<file path="src/rtl/uart_wb_pkg.sv">
// Shared types and default bus geometry for the UART Wishbone arbiter.
// The UART wrappers reuse these defaults so both sides agree on widths.
package uart_wb_pkg;

    typedef enum logic [1:0] {
        IDLE,
        OWN,
        ABORT
    } arb_state_t;

    localparam int UART_ADDR_W  = 5;
    localparam int UART_DATA_W  = 32;
    localparam int UART_SEL_W   = 4;
    localparam int UART_TIMEOUT = 64;

endpackage

</file>
<file path="src/rtl/uart_wb_arbiter_rr_pick.sv">
// Round-robin search: first asserted request at or after ptr,
// wrapping modulo NUM_M.
module rr_pick
    import uart_wb_pkg::*;
#(
    parameter  int NUM_M = 3,
    localparam int IW    = $clog2(NUM_M)
) (
    input  logic [NUM_M-1:0] req,
    input  logic [IW-1:0]    ptr,
    output logic [IW-1:0]    idx,
    output logic             valid
);

    int j;

    // Scan from the farthest offset down so the nearest requester wins.
    always_comb begin
        idx   = '0;
        valid = 1'b0;
        j     = 0;
        for (int i = NUM_M - 1; i >= 0; i--) begin
            j = (int'(ptr) + i) % NUM_M;
            if (req[j]) begin
                idx   = IW'(j);
                valid = 1'b1;
            end
        end
    end

endmodule

</file>
<file path="src/rtl/uart_wb_arbiter.sv">
// Round-robin Wishbone arbiter in front of the UART register file,
// holding a grant per bus cycle and aborting hung cycles with err.
module uart_wb_arbiter
    import uart_wb_pkg::*;
#(
    parameter  int NUM_M   = 3,
    parameter  int ADDR_W  = UART_ADDR_W,
    parameter  int DATA_W  = UART_DATA_W,
    parameter  int SEL_W   = UART_SEL_W,
    parameter  int TIMEOUT = UART_TIMEOUT,
    localparam int IW      = $clog2(NUM_M),
    localparam int CW      = $clog2(TIMEOUT)
) (
    input  logic                    clk,
    input  logic                    rst,
    input  logic [NUM_M-1:0]        m_cyc,
    input  logic [NUM_M-1:0]        m_stb,
    input  logic [NUM_M-1:0]        m_we,
    input  logic [NUM_M*SEL_W-1:0]  m_sel,
    input  logic [NUM_M*ADDR_W-1:0] m_adr,
    input  logic [NUM_M*DATA_W-1:0] m_dat_w,
    output logic [DATA_W-1:0]       m_dat_r,
    output logic [NUM_M-1:0]        m_ack,
    output logic [NUM_M-1:0]        m_err,
    output logic                    s_cyc,
    output logic                    s_stb,
    output logic                    s_we,
    output logic [SEL_W-1:0]        s_sel,
    output logic [ADDR_W-1:0]       s_adr,
    output logic [DATA_W-1:0]       s_dat_w,
    input  logic [DATA_W-1:0]       s_dat_r,
    input  logic                    s_ack,
    output logic [IW-1:0]           grant_idx,
    output logic                    busy
);

    arb_state_t    state;
    logic [IW-1:0] rr_ptr;
    logic [CW-1:0] wdog;
    logic [IW-1:0] pick_idx;
    logic          pick_valid;
    logic [IW-1:0] next_ptr;

    rr_pick #(
        .NUM_M (NUM_M)
    ) u_pick (
        .req   (m_cyc),
        .ptr   (rr_ptr),
        .idx   (pick_idx),
        .valid (pick_valid)
    );

    assign next_ptr = (grant_idx == IW'(NUM_M - 1)) ?
                      '0 : grant_idx + IW'(1);
    assign busy     = (state != IDLE);

    // Arbitration FSM with the ack watchdog; ack beats a timeout.
    always_ff @(posedge clk or posedge rst) begin
        if (rst) begin
            state     <= IDLE;
            rr_ptr    <= '0;
            grant_idx <= '0;
            wdog      <= '0;
        end else begin
            unique case (state)
                IDLE: begin
                    wdog <= '0;
                    if (pick_valid) begin
                        grant_idx <= pick_idx;
                        state     <= OWN;
                    end
                end
                OWN: begin
                    if (!m_cyc[grant_idx]) begin
                        state  <= IDLE;
                        rr_ptr <= next_ptr;
                        wdog   <= '0;
                    end else if (s_ack || !m_stb[grant_idx]) begin
                        wdog <= '0;
                    end else if (wdog == CW'(TIMEOUT - 1)) begin
                        state <= ABORT;
                        wdog  <= '0;
                    end else begin
                        wdog <= wdog + CW'(1);
                    end
                end
                ABORT: begin
                    state  <= IDLE;
                    rr_ptr <= next_ptr;
                    wdog   <= '0;
                end
                default: state <= IDLE;
            endcase
        end
    end

    // Slave-side mux and master-side ack/err steering by owner.
    always_comb begin
        s_cyc   = 1'b0;
        s_stb   = 1'b0;
        s_we    = 1'b0;
        s_sel   = '0;
        s_adr   = '0;
        s_dat_w = '0;
        m_ack   = '0;
        m_err   = '0;
        m_dat_r = '0;
        if (state == OWN) begin
            s_cyc            = m_cyc[grant_idx];
            s_stb            = m_stb[grant_idx];
            s_we             = m_we[grant_idx];
            s_sel            = m_sel[grant_idx*SEL_W +: SEL_W];
            s_adr            = m_adr[grant_idx*ADDR_W +: ADDR_W];
            s_dat_w          = m_dat_w[grant_idx*DATA_W +: DATA_W];
            m_ack[grant_idx] = s_ack;
            m_dat_r          = s_dat_r;
        end
        if (state == ABORT) begin
            m_err[grant_idx] = 1'b1;
        end
    end

endmodule

</file>
<file path="config.mk">
export PLATFORM = sky130hd
export DESIGN_NAME = uart_wb_arbiter
export DESIGN_NICKNAME = d
export VERILOG_FILES = /design/src/rtl/uart_wb_pkg.sv /design/src/rtl/uart_wb_arbiter_rr_pick.sv /design/src/rtl/uart_wb_arbiter.sv
export SDC_FILE = /design/constraint.sdc
export NUM_CORES = 1
export LEC_CHECK = 0
export ABC_AREA = 1
export BUFFER_PORTS_ARGS = -buffer_cell sky130_fd_sc_hd__buf_2
export CORE_AREA = 2 2 98 100
export DETAILED_ROUTE_END_ITERATION = 8
export DIE_AREA = 0 0 100 102
export SLEW_MARGIN = 20
export SYNTH_ARGS = -nofsm -noshare
export SYNTH_HDL_FRONTEND = slang
export SYNTH_SLANG_ARGS = --single-unit
</file>
<file path="constraint.sdc">
create_clock -name clk -period 1.5 [get_ports clk]
set_input_delay 0.3 -clock clk [delete_from_list [all_inputs] [get_ports clk]]
set_output_delay 0.3 -clock clk [all_outputs]
set_load 0.1 [all_outputs]
</file>
# After elaboration in Yosys (flattened, before gate mapping)
# Cells that the tools add are included.
# totals
ff_bits,12
input_bits,167
elab_cells,84
# op_classes
n_addsub,4
multipliers,1
n_div,3
magnitude_cmp,5
n_eq_ne,8
n_shift,3
muxes,44
bitwise_logic,1
reduce_logical,11
# op_table
operator,n
< comparator 32 x 4 -> 1 bit (second input constant),3
indexed part select 96 x 8 -> 32 bit,1
remainder unit 32 x 3 -> 32 bit (second input constant),2
2-to-1 mux 32 bit,2
remainder unit 3 x 3 -> 32 bit (second input constant),1
2-to-1 mux 2 bit,9
2-to-1 mux 6 bit,3
2-to-1 mux 1 bit,16
indexed part select 15 x 6 -> 5 bit,1
binary-select mux 1 bit (select 2 bit),6
case mux 6 bit (2 select lines),1
indexed part select 12 x 5 -> 4 bit,1
case mux 2 bit (2 select lines),2
adder 6 x 1 -> 6 bit (second input constant),1
equality test 6 bit (second input constant),1
2-to-1 mux 3 bit,2
inequality test 3 bit (second input constant),2
nonzero test 2 bit,3
multiplier 2 x 3 -> 5 bit (second input constant),1
2-to-1 mux 5 bit,1
equality test 2 bit (second input constant),2
2-to-1 mux 4 bit,1
inequality test 2 bit (second input constant),2
AND reduction 2 bit,2
14 further kinds,14

# Depth between registers and ports, before layout
# Gate-level depths: netlist (run 1).
# logic_depth
depth_word,10
depth_mapped,12
ltp_nobuf,12

# Cells and area by module
# A second synthesis (run 1) with hierarchy kept.
# hier_totals
hier_cells,485
hier_area_um2,2274.7
# by_module_without_submodules
mod,instances,cells_each,area_per_inst_um2
uart_wb_arbiter,1,444,2064.5
rr_pick,1,41,210.2

# Least setup slack after synthesis (run 1)
# Ideal clock, no wire load.
# synth_timing
path_kind,reg2out
startpoint,register grant_idx[1]
endpoint,output port m_ack[2]
arrival_ns,3.023
path_slack_ns,-1.823
path_stages_with_launch,6
n_path_buf,1
path_cell_list,dfrtp_1 -> inv_2 -> nor2_4 -> clkbuf_1 -> inv_1 -> nor2_1
# synth_between
elab_chain_cells,6
word_cells_on_any_way,7
classes_between,2 x order compare; 3 x mux; 1 x bitwise; 1 x reduce/logical
# synth_rtl
item,line,source
"start, declared",uart_wb_arbiter.sv:33,"output logic [IW-1:0] grant_idx,"
"start signal, assigned",uart_wb_arbiter.sv:69,grant_idx <= pick_idx;
< comparator 2 x 3 -> 1 bit (implied by the code) or greater-or-equal comparator 2 x 1 -> 1 bit (tied branches),uart_wb_arbiter.sv:115,m_ack[grant_idx] = s_ack;
logical AND 1 bit (implied by the code),uart_wb_arbiter.sv:115,
2-to-1 mux 1 bit (implied by the code),uart_wb_arbiter.sv:115,
demux 1 bit (select 2 bit) *,uart_wb_arbiter.sv:115,
AND 3 bit (no source line) *,--,
2-to-1 mux 3 bit *,uart_wb_arbiter.sv:108,if (state == OWN) begin
"end, declared",uart_wb_arbiter.sv:23,"output logic [NUM_M-1:0] m_ack,"
# Every way passes the cells marked *; elsewhere a longest branch is shown, timed or not.

# Final worst setup path (run 1)
# layout_timing
startpoint,register grant_idx[0]
endpoint,output port s_dat_w[31]
# layout_between
elab_chain_cells,2
# layout_rtl
item,line,source
indexed part select 96 x 8 -> 32 bit,uart_wb_arbiter.sv:114,s_dat_w = m_dat_w[grant_idx*DATA_W +: DATA_W];
2-to-1 mux 32 bit,uart_wb_arbiter.sv:108,
"end, declared",uart_wb_arbiter.sv:30,"output logic [DATA_W-1:0] s_dat_w,"
# No other way between the ends.

==> flow_summary.yaml, run 1 <==
setup_path:
  crit_arrival_ns: 1.83
  critPathMaxFanout: 7
  worstReg2RegStart: "grant_idx[0]"
  path_class: "flop to output pin"
  reg2reg_to: "state[0]"
  cp-startpoint: "grant_idx[0]"
  cp-start-kind: "flop"
  critPathRequiredTime_ns: 1.20
  r2r_cells: 12
  cp-end-kind: "output pin"
  r2r_slack_ns: -0.45
finish:
  drive_gt1_share_pct: 73.60
  multi_input_area_um2: 2480
  fin_nets: 941
  num-fill-cells: 659
  area.growth.synth_to_final_pct: 204.3
  ff_latch_area_um2: 311.5
  antenna_cells: 0
die:
  die_y_um: 102
  dieWidth_um: 100
  rows: 35
  start_util_pct: 24.95
  fp.dieArea_um2: 10200
  ios: 252
  coreArea_um2: 9109
synth:
  synth_warnings: 0
  netlist_top_cells_count: "nand2_1, nand3_1, inv_1, nor2_1, clkbuf_1"
  yosysMostFrequentCell: "nand2_1"
  synth_fp_nets: 648
  synth.top_cell.area_share_pct: 28.08
  synth_edf_count: 0
  async_flop_share_pct: 100.0
  synth_seq_area_share_pct: 13.22
  yosysUniqueCellTypes: 21
  syn_avg_cell_area_um2: 4.763
  yosysTopAreaCell: "nand2_1"
  synth-main-ff-cell: "dfrtp_1"
  synth_area_um2: 2272
  yosys-top-cells-area: "nand2_1, nand3_1, inv_1"
  synth_seq_cells: 12
  netlist_instances: 477
status:
  failed_checks: "setup timing"
  status: "finished, violations left"
grt:
  overflow: 0
  antenna_found_initial: 0
  grt_max_degree: 46
  grt_pass1_wl_um: 19200
  grt_pass1_vias: 3920
  track_usage_pct: 23.25
job:
  max-cap-violations: 0
routing:
  drt_iter0_drc: 181
  vias: 4307
  via_per_inst: 4.894
  ant_nets: 0
  drtPass1Iterations: 5
  drt_wl_total_um: 14420
  drc_errors: 0
  wl_per_cell_um: 16.38
placement:
  place_congestion: 0.9102
  numPortBuffers: 251
  dpl.hpwl_um: 9081
timing:
  fmax_ghz: 0.4686
  rsz0062_at_grt: "true"
  max_slew.worst_pin.slew_ns: 0.4954
  finalCritPeriodShare_pct: 142.3
  hold_viol: 0
  relSlewSlack_pct: 66.94
  setup_viol: 96
  skew_ns: 0.001425
  worst_hold_slack_ns: 0.07588
  slew_violations: 0
  post-route-min-period_ns: 2.134
  tns_ns: -35.98
  setup_slack_ns: -0.6341
clocking:
  cts_max_path_buffers: 2
  cts-root-buf: "clkbuf_8"
  cts_htree_levels: 1
  cts.clk_slew.worst_paths_ns: 0.06
  cts_buffers: 3
  hold_buffers: 0
  tritoncts: "done"
  clk_latency_ns: 0.24
  cts.sinks: 12
min_path:
  holdCritPathClass: "primary input to async pin"
registers in the layout (all words and copies together) (netlist names):
name	count
wdog	6
grant_idx	2
rr_ptr	2
state	2
metal layers:
layer  vias up  share of wire (%)  wire [um]  global-route usage (%)
met5         -                  0          0                       0
met4         0                2.1        302                   6.322
met3        36                7.2       1037                   3.762
met2       231                 55       7991                   44.44
met1      2011                 35       5084                   26.83
li1       2029                  -          -                       -
cells in the final DEF, fill, tap and decap left out:
master and instances:
dfrtp_1 7, nand3_4 4, nand3b_1 1, dfrtp_2 3, clkinvlp_4 44, nand2_1 85
or2_4 1, nand2_4 12, buf_12 96, nand3_1 51, clkbuf_16 3, buf_4 25
o21ai_1 6, inv_6 1, a21boi_2 1, nand2_2 72, clkinv_8 1, buf_2 166
inv_2 5, a21oi_2 2, xor2_1 4, inv_1 43, clkinv_2 1, a21oi_1 2
buf_16 7, dfrtp_4 2, or2_1 1, nand3_2 50, clkbuf_8 4, nand2_8 1
ha_4 2, nor2_4 46, buf_8 4, nor2_1 2, ha_1 1, buf_6 9
inv_4 3, ha_2 1
final cells by class:
cell class	instances	area share, %
Timing Repair Buffer	310	48.73
Multi-Input combinational cell	345	35.87
Inverter	98	8.089
Sequential cell	12	4.506
Tap cell	111	2.009
Clock buffer	4	0.7962
through the flow:
step                worst slack (ns)  instances  area, um^2  utilization (%)
floorplan                    -0.4541        477        2877                -
global placement             -0.7098        835        5537            60.78
detailed placement           -0.7352        835        5537            60.78
CTS                          -0.6138        867        6305            69.22
global route                 -0.6882        880        6914            75.91
finish                       -0.6341        880        6914            75.91
worst max-delay path, stage by stage (launching register included):
cell and delay, ns:
dfrtp_4 0.51, buf_12 0.14, nor2_4 0.15, buf_8 0.17, clkbuf_16 0.17, nand2_2 0.05
nand3_2 0.07, nand2_2 0.06, clkinvlp_4 0.08, buf_12 0.17
worst max path at each step:
stage | to | slack (ns) | cells past startpoint
finish | s_dat_w[31] | -0.63 | 9
global route | s_sel[2] | -0.69 | 9
CTS | s_dat_w[15] | -0.61 | 10
detailed placement | m_err[2] | -0.74 | 4
global placement | m_ack[2] | -0.71 | 4
floorplan | state[0] | -0.45 | 8
kinds of logic after synthesis:
| logic type | share of synthesized area (%) |
|---|---|
| XOR/XNOR | 1.542 |
| AND/OR/NAND/NOR | 59.97 |
| buffers and inverters | 20.54 |
| adder cells (fa/ha/maj) | 2.203 |
| AO/OA/AOI/OAI | 2.533 |
| flip-flops | 13.22 |
what timing repair did:
action	4_1_cts	5_1_grt
gates cloned	9	5
setup endpoints to repair	96	96
pin swaps	24	41
setup buffers	19	10
resized for setup	97	127
Power of run 1 is not shown: default switching activity piles up to over one toggle a cycle in this logic, so the estimate is an artifact.
==> run 2: changes to the inputs <==
PLACE_DENSITY = 0.67   (was unset)
SKIP_LAST_GASP = 1   (was unset)
==> flow_summary.yaml, run 2 (synthesis gave the netlist of run 1 again) <==
status:
  status: "finished, violations left"
  failed_checks: "setup timing"
finish:
  most-common-layout-cells: "buf_2, buf_12, nand2_1, nand3_1, nand2_2"
  area.growth.synth_to_final_pct: 222.1
  largest_reg_flops: 6
  num-fill-cells: 526
  fin_nets: 957
  final_core_util_pct: 80.36
  largest_register: "wdog"
  final_common_cell: "buf_2"
  ff_latch_area_um2: 310.3
  multi_input_area_um2: 2529
  drive_gt1_share_pct: 72.99
  antenna_cells: 0
setup_path:
  worstReg2RegStart: "grant_idx[0]"
  worstPathCellList: "buf_12 -> nor2_4 -> buf_6 -> buf_8 -> buf_16 -> nand2_1 -> nand3_2 -> nand2_2 -> clkinvlp_4 -> buf_12"
  r2r_cells: 11
  critPathMaxFanout: 6
  cp-start-kind: "flop"
  critPathRequiredTime_ns: 1.20
  cp-startpoint: "grant_idx[0]"
  crit_buf_inv: 6
  crit_cells: 10
  cp_top_family: "buffers and inverters"
  r2r_slack_ns: -0.37
  cp-end-kind: "output pin"
  crit_slowest_cell: "dfrtp_4"
  cp-endpoint: "s_dat_w[11]"
  reg2reg_to: "state[0]"
  cp_common_cell: "buf_12"
  crit_arrival_ns: 1.87
  path_class: "flop to output pin"
  max_stage_delay_ns: 0.50
grt:
  grt_max_degree: 31
  overflow: 0
  antenna_found_initial: 0
  track_usage_pct: 27.74
  grt_pass1_vias: 4375
  grt_pass1_wl_um: 22350
placement:
  place_congestion: 0.8108
  numPortBuffers: 251
  dpl.hpwl_um: 9289
timing:
  relSlewSlack_pct: 67.11
  hold_viol: 0
  max_slew.worst_pin.slew_ns: 0.4928
  post-route-min-period_ns: 2.175
  setup_viol: 96
  slew_violations: 0
  setup_slack_ns: -0.6745
  finalCritPeriodShare_pct: 145.0
  skew_ns: 0.006250
  fmax_ghz: 0.4599
  rsz0062_at_grt: "true"
die:
  ios: 252
  start_util_pct: 24.95
  fp.dieArea_um2: 10200
  rows: 35
  die_y_um: 102
  dieWidth_um: 100
  coreArea_um2: 9109
clocking:
  cts_max_path_buffers: 2
  tritoncts: "done"
  cts_buffers: 3
  cts.clk_slew.worst_paths_ns: 0.06
  clk_latency_ns: 0.25
  hold_buffers: 0
  cts_htree_levels: 1
  cts.sinks: 12
  cts-root-buf: "clkbuf_8"
job:
  max-cap-violations: 0
routing:
  drtPass1Iterations: 5
  drt_iter0_drc: 191
  ant_nets: 0
  via_per_inst: 5.052
  vias: 4527
  wl_per_cell_um: 18.26
  drt_wl_total_um: 16360
  drc_errors: 0
min_path:
  holdCritPathClass: "primary input to async pin"
## run 2: cell types whose count changed in the layout (fill, tap and decap cells not counted), moves of 3 or more
cell and change:
nand2_2 -18, nand2_4 +15, nand3_1 +11, nand3_2 -9
buf_12 +6, buf_16 +4, buf_6 +3, o21ai_1 -3
o21ai_2 +3
## run 2: cell type report
class,instances,area share [%]
inverter,98,7.675
tap,111,1.897
timing repair inverter,1,0.2222
timing repair buffer,325,50.80
sequential,12,4.239
multi-input combinational,345,34.55
clock buffer,4,0.6154
## run 2: layer usage
metal	global-route usage [%]	up-vias	share of wire (%)	wire length [um]
met4	14.12	0	6.2	1017
li1	-	2068	-	-
met5	0	-	0	0
met3	7.319	97	9.8	1611
met1	31.40	2040	34	5563
met2	48.39	322	50	8167
## run 2: timing repair
| item | 4_1_cts | 5_1_grt |
|---|---|---|
| buffers inserted | 29 | 14 |
| pin swaps | 29 | 43 |
| gates resized for setup | 154 | 104 |
| gates cloned | 17 | 5 |
| setup endpoints to repair | 96 | 96 |
## run 2: metrics by stage
step                cell area, um^2  hold slack, ns  TNS (ns)  instances  worst slack, ns
floorplan                      2877          0.1647    -26.53        477          -0.4541
global placement               5562          0.3199    -32.31        835          -0.6548
detailed placement             5562          0.3393    -36.31        835          -0.7344
CTS                            6822         0.07274    -36.43        885          -0.6047
global route                   7320         0.08956    -43.83        896          -0.7306
finish                         7320         0.06545    -38.30        896          -0.6745
## run 2: worst min-delay path by stage
| stage | start | endpoint | slack [ns] | cells after the start |
|---|---|---|---|---|
| finish | rst | state[1] | 0.07 | 2 |
| global route | rst | state[1] | 0.09 | 2 |
| CTS | rst | state[1] | 0.07 | 2 |
| detailed placement | rst | wdog[2] | 0.34 | 2 |
| global placement | rst | wdog[2] | 0.32 | 2 |
| floorplan | rst | rr_ptr[0] | 0.16 | 1 |
Power of run 2 is left out for the same reason.
==> run 3: changes to the inputs <==
SKIP_LAST_GASP = unset   (was 1)
==> flow_summary.yaml, run 3 (synthesis gave the netlist of run 1 again) <==
status:
  status: "finished, violations left"
  failed_checks: "setup timing"
routing:
  vias: 4643
  wl_per_cell_um: 18.91
  via_per_inst: 5.153
  drt_wl_total_um: 17040
  drc_errors: 0
  ant_nets: 0
  drt_iter0_drc: 227
  drtPass1Iterations: 5
setup_path:
  worstPathCellList: "buf_12 -> nor2_4 -> buf_6 -> buf_8 -> buf_16 -> nand2_1 -> nand3_2 -> nand2_2 -> clkinvlp_4 -> buf_12"
  r2r_cells: 10
  reg2reg_to: "state[1]"
  cp_common_cell: "buf_12"
  worstReg2RegStart: "grant_idx[0]"
  crit_arrival_ns: 1.92
  cp-end-kind: "output pin"
  r2r_slack_ns: -0.38
  crit_buf_inv: 6
  cp_top_family: "buffers and inverters"
  path_class: "flop to output pin"
  cp-start-kind: "flop"
  max_stage_delay_ns: 0.50
  critPathMaxFanout: 6
  critPathRequiredTime_ns: 1.20
  crit_slowest_cell: "dfrtp_4"
die:
  fp.dieArea_um2: 10200
  die_y_um: 102
  coreArea_um2: 9109
  ios: 252
  start_util_pct: 24.95
  dieWidth_um: 100
  rows: 35
timing:
  hold_viol: 0
  setup_viol: 95
  relSlewSlack_pct: 66.14
  finalCritPeriodShare_pct: 147.8
  post-route-min-period_ns: 2.217
  fmax_ghz: 0.4512
  setup_slack_ns: -0.7165
  rsz0062_at_grt: "true"
  skew_ns: 0.008501
  slew_violations: 0
  max_slew.worst_pin.slew_ns: 0.5073
clocking:
  tritoncts: "done"
  cts_buffers: 3
  clk_latency_ns: 0.25
  cts_max_path_buffers: 2
  cts.clk_slew.worst_paths_ns: 0.06
  cts-root-buf: "clkbuf_8"
  cts.sinks: 12
  cts_htree_levels: 1
grt:
  track_usage_pct: 27.96
  grt_max_degree: 31
  busiest_layer: "met2"
  use_met3_pct: 7.387
  use_met2_pct: 49.64
  overflow: 0
  grt_pass1_vias: 4349
  grtUsageMet1_pct: 31.62
  antenna_found_initial: 1
  grt_pass1_wl_um: 22530
job:
  max-cap-violations: 0
finish:
  largest_register: "wdog"
  largest_reg_flops: 6
  final_common_cell: "buf_2"
  drive_gt1_share_pct: 73.73
  area.growth.synth_to_final_pct: 222.9
  most-common-layout-cells: "buf_2, buf_12, nand2_1, nand2_2, nand3_1"
  fin_nets: 960
  num-fill-cells: 525
placement:
  numPortBuffers: 251
  dpl.hpwl_um: 9289
  place_ws_ns: -0.7344
  place_congestion: 0.8108
min_path:
  holdCritPathClass: "primary input to async pin"
[run 3: worst max path at each step]
stage | startpoint | endpoint | cells past startpoint
after CTS | grant_idx[0] | s_dat_w[26] | 10
after global placement | grant_idx[0] | m_err[2] | 4
final | grant_idx[0] | s_dat_w[14] | 10
after global routing | grant_idx[0] | s_dat_w[14] | 10
after floorplan | grant_idx[0] | state[0] | 8
after detailed placement | grant_idx[0] | m_ack[2] | 4
[run 3: cell type report]
cell class	count	area, um^2	share of cell area, %
diodes	2	5.005	0.06821
clock buffers	4	45.04	0.6139
inverters	98	565.5	7.708
multi-input cells	345	2539	34.60
flip-flops and latches	12	311.5	4.246
well taps	111	138.9	1.893
repair buffers	328	3721	50.72
repair inverters	1	11.26	0.1535
[run 3: stage by stage]
stage	instances	instance area [um^2]	hold WS, ns	setup TNS (ns)	utilization (%)
after floorplan	477	2877	0.1647	-26.53	-
after global placement	835	5562	0.3199	-32.31	61.06
after detailed placement	835	5562	0.3393	-36.31	61.06
after CTS	885	6847	0.07274	-36.15	75.16
after global routing	900	7335	0.08693	-44.09	80.52
final	901	7337	0.06847	-39.02	80.55
[run 3: metal layers]
layer  vias to the layer above  part of all wire (%)
li1                       2075                     -
met1                      2119                    32
met2                       335                    50
met3                       114                    10
met4                         0                   7.2
met5                         -                     0
[run 3: repair_timing]
item,4_1_cts,5_1_grt
cloned,17,4
gates resized for setup,165,97
setup buffers,29,16
hold buffers,0,0
setup endpoints to repair,96,96
pin swaps,29,50
Power of run 3 is left out for the same reason.
